[config.mk]
export PLATFORM = sky130hd
export DESIGN_NAME = univ_shift_reg
export DESIGN_NICKNAME = d
export VERILOG_FILES = /design/src/rtl/univ_shift_reg.sv
export SDC_FILE = /design/constraint.sdc
export NUM_CORES = 1
export LEC_CHECK = 0
export CORE_MARGIN = 1.5
export CORE_UTILIZATION = 47
export DETAILED_ROUTE_END_ITERATION = 16
export GPL_TIMING_DRIVEN = 0
export PLACE_DENSITY = 0.79
export SYNTH_ARGS = -nofsm -noshare
export SYNTH_HDL_FRONTEND = slang
export SYNTH_SLANG_ARGS = --single-unit
export TNS_END_PERCENT = 50
[constraint.sdc]
create_clock -name clk -period 2.2 [get_ports clk]
set_input_delay 0.33 -clock clk [delete_from_list [all_inputs] [get_ports clk]]
set_output_delay 0.33 -clock clk [all_outputs]
set_load 0.005 [all_outputs]
[src/rtl/univ_shift_reg.sv]
// univ_shift_reg: WIDTH-bit universal shift register with direct and counted-burst operation
module univ_shift_reg #(
  parameter int WIDTH = 4,
  parameter int CW = 3,
  parameter logic [WIDTH-1:0] RST_VAL = '0
) (
  input  logic             clk,
  input  logic             rst,
  input  logic             en,
  input  logic [2:0]       mode,
  input  logic [WIDTH-1:0] pin,
  input  logic             sin_r,
  input  logic             sin_l,
  input  logic             start,
  input  logic [CW-1:0]    cnt,
  output logic [WIDTH-1:0] pout,
  output logic             sout_r,
  output logic             sout_l,
  output logic             busy,
  output logic             done
);
  logic [CW-1:0]    steps;
  logic [2:0]       lmode;
  logic [2:0]       sel;
  logic [WIDTH-1:0] nxt;
  assign sout_r = pout[0];
  assign sout_l = pout[WIDTH-1];
  assign sel = busy ? lmode : mode;
  // next register value for the active operation; hold and reserved keep pout
  always_comb begin
    nxt = pout;
    case (sel)
      3'b001: nxt = {sin_r, pout[WIDTH-1:1]};
      3'b010: nxt = {pout[WIDTH-2:0], sin_l};
      3'b011: nxt = pin;
      3'b100: nxt = {pout[0], pout[WIDTH-1:1]};
      3'b101: nxt = {pout[WIDTH-2:0], pout[WIDTH-1]};
      3'b110: nxt = {pout[WIDTH-1], pout[WIDTH-1:1]};
      default: nxt = pout;
    endcase
  end
  // register, burst counter and status; done always falls after one cycle regardless of en
  always_ff @(posedge clk or posedge rst) begin
    if (rst) begin
      pout  <= RST_VAL;
      busy  <= 1'b0;
      done  <= 1'b0;
      steps <= '0;
      lmode <= 3'b000;
    end else begin
      done <= 1'b0;
      if (en) begin
        if (busy) begin
          pout  <= nxt;
          steps <= steps - CW'(1);
          if (steps == CW'(1)) begin
            busy <= 1'b0;
            done <= 1'b1;
          end
        end else if (start) begin
          lmode <= mode;
          steps <= cnt;
          busy  <= (cnt != '0);
          done  <= (cnt == '0);
        end else begin
          pout <= nxt;
        end
      end
    end
  end
endmodule

======== Yosys cells after proc, flatten, opt, wreduce, memory -nomap -nowiden ========
Cells that the tools add are included.
storage, ports and cells
  bits in registers ....................... 12
  bits of input ports ..................... 16
  output and inout port bits .............. 8
  logic and storage cells ................. 34
cells by class
  $add $sub $neg .......................... 1
  eq/ne operators ......................... 8
  muxes and demuxes ....................... 13
  bitwise logic cells ..................... 1
  reductions and logical operators ........ 6
operator list
  operator               number
  $pmux W4 S6            1
  $eq A3 B3 Y1 const B   3
  $mux W3                3
  $mux W4                2
  $mux W1                7
  $eq A3 B1 Y1 const B   2
  $eq A3 B2 Y1 const B   2
  $reduce_and A2 Y1      2
  $logic_not A3 Y1       1
  $reduce_and A3 Y1      1
  $reduce_bool A3 Y1     1
  $sub A3 B1 Y3 const B  1
  $ne A2 B1 Y1 const B   1
  $reduce_bool A2 Y1     1
  $not A1 Y1             1

======== Logic depth before layout (Yosys ltp) ========
Gate-level depths: netlist (run 1).
  word-level depth ........................ 5
  mapped depth ............................ 6
  gate-level depth less buffers ........... 5

======== Worst setup path after synthesis (run 1) ========
Ideal clock, no wire load.
  path kind ............................... reg2reg
  start point ............................. register busy
  end point ............................... register pout[1]
  library setup time ...................... 122 ps
  data arrival time ....................... 1505 ps
  required time ........................... 2078 ps
  path slack .............................. 573 ps
  stages on the path, launching flop included .. 6
  path buffers ............................ 1
  period minus slack after synthesis ...... 1627 ps
  path through ............................ dfrtp_1 -> buf_6 -> mux2i_2 -> nor2_1 -> or3_1 -> a32o_1
on the way
  longest elaborated chain between the ends .. 5
  elaborated cells on any way between the ends .. 12
  classes of those cells .................. 7 x eq/ne; 4 x mux; 1 x reduce/logical
ends and longest elaborated chain
  what                                        line  text
  start, declared                             19    output logic busy,
  start signal, assigned                      63    busy <= (cnt != '0);
  $mux W3                                     28    assign sel = busy ? lmode : mode;
  $eq A3 B3 Y1, or another cell as far along  32    case (sel)
  $pmux W4 S6                                 32
  $mux W4                                     60    end else if (start) begin
  $mux W4                                     53    if (busy) begin
  end signal, assigned                        54    pout <= nxt;
  end signal, assigned                        66    pout <= nxt;
  end, declared                               16    output logic [WIDTH-1:0] pout,
Parallel ways exist; a longest one is shown, timed or not. The select of a mux whose other input is x is not followed.
A chain may end at the register's enable or synchronous reset.

======== Final worst setup path (run 1) ========
  start point ............................. input mode[2]
  end point ............................... register pout[3]
on the way
  longest elaborated chain between the ends .. 5
  elaborated cells on any way between the ends .. 10
  classes of those cells .................. 6 x eq/ne; 4 x mux
ends and longest elaborated chain
  what                                        line  text
  start, declared                             10    input logic [2:0] mode,
  $mux W3 (*)                                 28
  $eq A3 B3 Y1, or another cell as far along  32
  $pmux W4 S6 (*)                             32
  $mux W4                                     60
  $mux W4 (*)                                 53
Mark *: on every way between the ends. The rest lies on a longest branch, timed or not. The select of a mux whose other input is x is not followed.

==> results of run 1 <==
## layer usage
| layer | wire length (um) | GRT usage | part of all wire | up-vias |
|---|---|---|---|---|
| li1 | - | - | - | 426 |
| met1 | 956 | 0.281 | 0.47 | 417 |
| met2 | 958 | 0.314 | 0.47 | 28 |
| met3 | 97 | 0.0346 | 0.048 | 4 |
| met4 | 27 | 0.100 | 0.013 | 0 |
| met5 | 0 | 0 | 0 | - |
## final cells by class
class | count | area (um^2)
buffer | 6 | 37.5
multi-input combinational | 74 | 548
clock buffer | 3 | 22.5
timing repair buffer | 22 | 220
fill | 167 | 589
tap | 25 | 31.3
sequential | 12 | 300
inverter | 9 | 33.8
## kinds of logic (layout without fill, tap and decap cells)
group | count (synthesis) | in the layout | synth area share
compound gates | 32 | 32 | 0.238
fa+ha+maj | 2 | 2 | 0.0272
buf+inv | 15 | 40 | 0.0775
flops | 12 | 12 | 0.327
mux | 10 | 10 | 0.147
simple gates | 30 | 30 | 0.184
## sequential cells by signal (all words and copies together) (netlist names)
register and count:
busy 1, done 1, lmode 3, pout 4, steps 3
## stage by stage
step | hold slack [ns] | instance area, um^2
floorplan | 0.195 | 920
global placement | 0.492 | 1170
detailed placement | 0.494 | 1170
CTS | 0.385 | 1190
global route | 0.420 | 1190
finish | 0.362 | 1190
## placed cells by master, fill, tap and decap left out, types with 3 or more instances in the layout
cell type,Yosys,routed
clkdlybuf4s50_1,0,22
dfrtp_1,12,12
inv_1,9,9
a21oi_1,8,8
nor2_1,7,7
mux2_2,5,5
nand2_1,5,5
o21ai_0,4,4
a31oi_1,4,4
or3_1,4,4
clkbuf_1,3,3
nand3_1,3,3
a211oi_1,3,3
clkbuf_4,0,3
## where the power goes
group / leakage [nW] / switching (mW) / internal (mW) / total, mW
clock: 0.0138 / 0.0756 / 0.0634 / 0.139
combinational: 0.332 / 0.481 / 0.564 / 1.04
sequential: 0.144 / 0.120 / 0.328 / 0.448
total: 0.490 / 0.676 / 0.955 / 1.63
## worst reg2reg max path, cell delays in order (launching register included)
cell     delay [ns]
dfrtp_1        0.36
buf_6          0.17
mux2i_2        0.42
nor2_1         0.15
or3_1          0.32
a32o_1         0.27
## path summary, 6_finish.rpt
kind	cells past startpoint	from	end	slack, ns
worst max register to register	5	busy	pout[1]	0.39
worst max-delay path	5	mode[2]	pout[3]	0.37
max in group asynchronous	2	rst	pout[0]	1.51
worst min register to register	1	steps[1]	steps[1]	0.52
worst min-delay path	2	rst	lmode[2]	0.36
min in group clk	3	start	busy	0.50
==> results.json, run 1 <==
{
  "antenna_found_initial": 0,
  "crit_path_end_kind": "flop",
  "cts_buffer_depth": 2,
  "yosysTopAreaCell": "dfrtp_1",
  "gp_congestion": 0.808,
  "fin_setup_tns_ns": 0,
  "setup_violations": 0,
  "cts.clk_slew.worst_paths_ns": 0.08,
  "period_minus_slack_ns": 1.83,
  "rows": 15,
  "cts_resized": 0,
  "grt_pass1_vias": 748,
  "synth_edf_count": 0,
  "dp_cells": 148,
  "io_buffers": 22,
  "peakVddDrop_mv": 0.679,
  "synthArstFlopShare": 1.00,
  "worst_pin_slew_ns": 0.477,
  "hpwl_um": 1590,
  "cp_top_family": "buffers and inverters",
  "wl_per_cell_um": 13.5,
  "synth_area_per_cell_um2": 9.11,
  "criticalPathCategory": "input pin to flop",
  "total_leakage_power_nw": 0.490,
  "syn_inst": 101,
  "yosys-top-cells-count": "dfrtp_1 (12), inv_1 (9), a21oi_1 (8)",
  "post_cts_buffers": 0,
  "finalPower_mw": 1.63,
  "fin_nets": 146,
  "hold_viol": 0,
  "drive_gt1_frac": 0.143,
  "rsz0062_at_grt": "no",
  "core-area_um2": 1780,
  "wl_um": 2040,
  "die_h_um": 47.2,
  "drv_slew": 0,
  "min_path_type": "input pin to asynchronous set/reset pin",
  "cts.sinks": 12,
  "gr-usage-all-layers": 0.206,
  "start_util": 0.516,
  "yosys_warnings": 0,
  "synth_area_leaders": "dfrtp_1 (33%), mux2_2 (6.1%), mux2i_4 (4.9%), a21oi_1 (4.4%), inv_1 (3.7%)",
  "antenna_cells": 0,
  "cts_buffers": 3,
  "syn_nets": 119,
  "yosys_most_used_dff": "dfrtp_1",
  "yosysSeqAreaShare": 0.327,
  "ys_ff_latch": 12,
  "slew-limit-headroom": 0.682,
  "vias": 875,
  "finClkSkew_ns": 0.00398,
  "cp_max_fo": 7,
  "cpPeakStageDelay_ns": 0.64,
  "fin_cells": 151,
  "clock_latency_ns": 0.27,
  "cts_hold_buf": 0,
  "post-place-ws_ns": 0.0946,
  "die_width_um": 47.2,
  "grt_pass1_wl_um": 3180,
  "cp.arrival_ns": 1.98,
  "synth.most_common_cell": "dfrtp_1",
  "power.density_nw_per_um2": 1370,
  "status": "completed",
  "crit_required_ns": 2.35,
  "syn-cell-area_um2": 920,
  "path_cells": "clkdlybuf4s50_1, or4b_2, o31a_1, a21oi_1, o41ai_1",
  "io-pin-count": 24,
  "gr-total-overflow": 0,
  "clockRootBuffer": "clkbuf_4",
  "fin_util": 0.669,
  "ant_nets": 0,
  "cts_max_level": 1,
  "synth_top_area_frac": 0.327,
  "crit_buf_inv": 1,
  "ys_types": 37,
  "drtPass1Iterations": 4,
  "die-area_um2": 2230,
  "maxCapViolCount": 0,
  "postLayoutSetupSlackWorst_ns": 0.369,
  "cts_tree": "yes",
  "first_iter_violations": 16,
  "slowest_stage": "clkdlybuf4s50_1",
  "drc": 0,
  "critPathLaunchType": "input pin",
  "clock.fmax_mhz": 546,
  "routed_via_density": 5.79,
  "finalCritPeriodShare": 0.832,
  "grt_max_degree": 13,
  "syn2layout_area_growth_pct": 29.8
}
Note: power is estimated with default switching activity, not from simulation.
==> run 2, diff against run 1 <==
==> constraint.sdc (replaced) <==
create_clock -name clk -period 1.85 [get_ports clk]
set_input_delay 0.2775 -clock clk [delete_from_list [all_inputs] [get_ports clk]]
set_output_delay 0.2775 -clock clk [all_outputs]
set_load 0.005 [all_outputs]
==> run 2 against run 1 <==
Final cell count is the same. Cell area increased by 0.73%. Global-route usage unchanged. Via count is 1.7% higher. Worst hold slack got worse by 0.055 ns.
==> results.json, run 2 (same netlist as run 1, synthesis figures left out) <==
{
  "antenna_found_initial": 0,
  "cts.sinks": 12,
  "internal-power_mw": 1.15,
  "post_cts_buffers": 0,
  "power.density_nw_per_um2": 1630,
  "clkPwrFrac": 0.085,
  "cts_max_level": 1,
  "total_leakage_power_nw": 0.491,
  "combPwrFrac": 0.642,
  "fin_setup_tns_ns": 0,
  "swShare": 0.414,
  "core-area_um2": 1780,
  "slowest_stage": "clkdlybuf4s50_1",
  "finalPower_mw": 1.96,
  "peakVddDrop_mv": 0.830,
  "placed_area_um2": 1170,
  "cts_hold_buf": 0,
  "gp_congestion": 0.808,
  "grt_max_degree": 13,
  "grt_util_met1": 0.281,
  "wl_um": 2060,
  "post-place-ws_ns": -0.203,
  "syn2layout_area_growth_pct": 30.7,
  "cts_buffers": 3,
  "crit_path_end_kind": "flop",
  "final_area_um2": 1200,
  "reg.largest.list": "pout (4), lmode (3), steps (3)",
  "grt_pass1_vias": 748,
  "period_minus_slack_ns": 1.79,
  "cpPeakStageDelay_ns": 0.65,
  "crit_required_ns": 2.00,
  "antenna_cells": 0,
  "top_usage_layer": "met2",
  "drv_slew": 0,
  "top_register": "pout",
  "min_path_type": "input pin to asynchronous set/reset pin",
  "cp_max_fo": 7,
  "worst_pin_slew_ns": 0.475,
  "vias": 890,
  "p_seq_frac": 0.273,
  "die_h_um": 47.2,
  "criticalPathCategory": "input pin to flop",
  "die_width_um": 47.2,
  "finalCritPeriodShare": 0.965,
  "r2r_setup_slack_ns": 0.11,
  "first_iter_violations": 21,
  "dp_cells": 148,
  "postLayoutSetupSlackWorst_ns": 0.0641,
  "cts_buffer_depth": 2,
  "start_util": 0.516,
  "met2_usage": 0.314,
  "io-pin-count": 24,
  "routed_via_density": 5.89,
  "maxCapViolCount": 0,
  "drtPass1Iterations": 5,
  "wl_per_cell_um": 13.6,
  "hold_viol": 0,
  "clock.fmax_mhz": 560,
  "ant_nets": 0,
  "grt_pass1_wl_um": 3180,
  "fin_nets": 146,
  "largest_register_ffs": 4,
  "status": "completed",
  "critPathLaunchType": "input pin",
  "path_cells": "clkdlybuf4s50_1, or4b_2, o31a_1, a21oi_1, o41ai_1",
  "layout_commonest_cell": "clkdlybuf4s50_1",
  "die-area_um2": 2230,
  "gr-total-overflow": 0,
  "met3_usage": 0.0346,
  "final_cell_mix": "clkdlybuf4s50_1 (22), dfrtp_1 (12), inv_1 (9)",
  "gr-usage-all-layers": 0.206,
  "hpwl_um": 1590,
  "fin_cells": 151,
  "cts_tree": "yes",
  "clockRootBuffer": "clkbuf_4",
  "setup_violations": 0,
  "cp.arrival_ns": 1.94,
  "finClkSkew_ns": 0.00403,
  "slew-limit-headroom": 0.683,
  "rows": 15,
  "p_sw_uw": 811,
  "rsz0062_at_grt": "yes",
  "io_buffers": 22,
  "drive_gt1_frac": 0.143,
  "cts.clk_slew.worst_paths_ns": 0.08,
  "drc": 0,
  "cts_resized": 0,
  "clock_latency_ns": 0.28
}
run 2: cell counts in the layout (fill, tap and decap cells not counted):
No cell type changed its count.
run 2: worst max-delay path, delay by kind of cell:
family                 cells  cell delay, ns
AOI/OAI and AO/OA          3            0.40
buffers and inverters      1            0.65
and+or+nand+nor            1            0.61
run 2: power groups by stage:
| stage | sequential, mW | clock (mW) | combinational [mW] |
|---|---|---|---|
| final | 0.536 | 0.166 | 1.26 |
| after global routing | 0.561 | 0.179 | 1.39 |
| after CTS | 0.532 | 0.168 | 1.25 |
| after detailed placement | 0.539 | 0 | 1.24 |
| after global placement | 0.531 | 0 | 1.22 |
| after floorplan | 0.513 | 0 | 0.885 |
run 2: area by class of cell:
cell class | instances | area, um^2
Tap cell | 25 | 31.3
Fill cell | 167 | 581
Inverter | 9 | 33.8
Timing Repair Buffer | 22 | 220
Clock buffer | 3 | 22.5
Sequential cell | 12 | 300
Multi-Input combinational cell | 74 | 557
Buffer | 6 | 37.5
run 2: through the flow:
step                 util  hold WS (ns)
floorplan               -         0.142
detailed placement  0.657         0.494
CTS                 0.669         0.332
global placement    0.657         0.492
global route        0.674         0.368
finish              0.674         0.307
run 2: path summary, 6_finish.rpt:
kind                            cells past startpoint        to     start
worst min-delay path                                2  lmode[2]       rst
worst max-delay path                                5   pout[3]   mode[2]
worst min register to register                      1  steps[1]  steps[1]
worst max register to register                      6   pout[2]      busy
min in group clk                                    3      busy     start
max in group asynchronous                           2   pout[0]       rst
run 2: routing by layer:
metal	routed length [um]	up-vias
met3	119	6
met4	33	0
met2	973	34
met1	936	424
met5	0	-
li1	-	426
==> run 3, diff against run 2 <==
--- a/config.mk
+++ b/config.mk
@@ -9,6 +9,7 @@
 export CORE_UTILIZATION = 47
 export DETAILED_ROUTE_END_ITERATION = 16
 export GPL_TIMING_DRIVEN = 0
+export HOLD_SLACK_MARGIN = 0.03
 export PLACE_DENSITY = 0.79
 export SYNTH_ARGS = -nofsm -noshare
 export SYNTH_HDL_FRONTEND = slang
==> results of run 3 <==
Same layout as run 2: the final DEF is identical, and so are final timing and power.
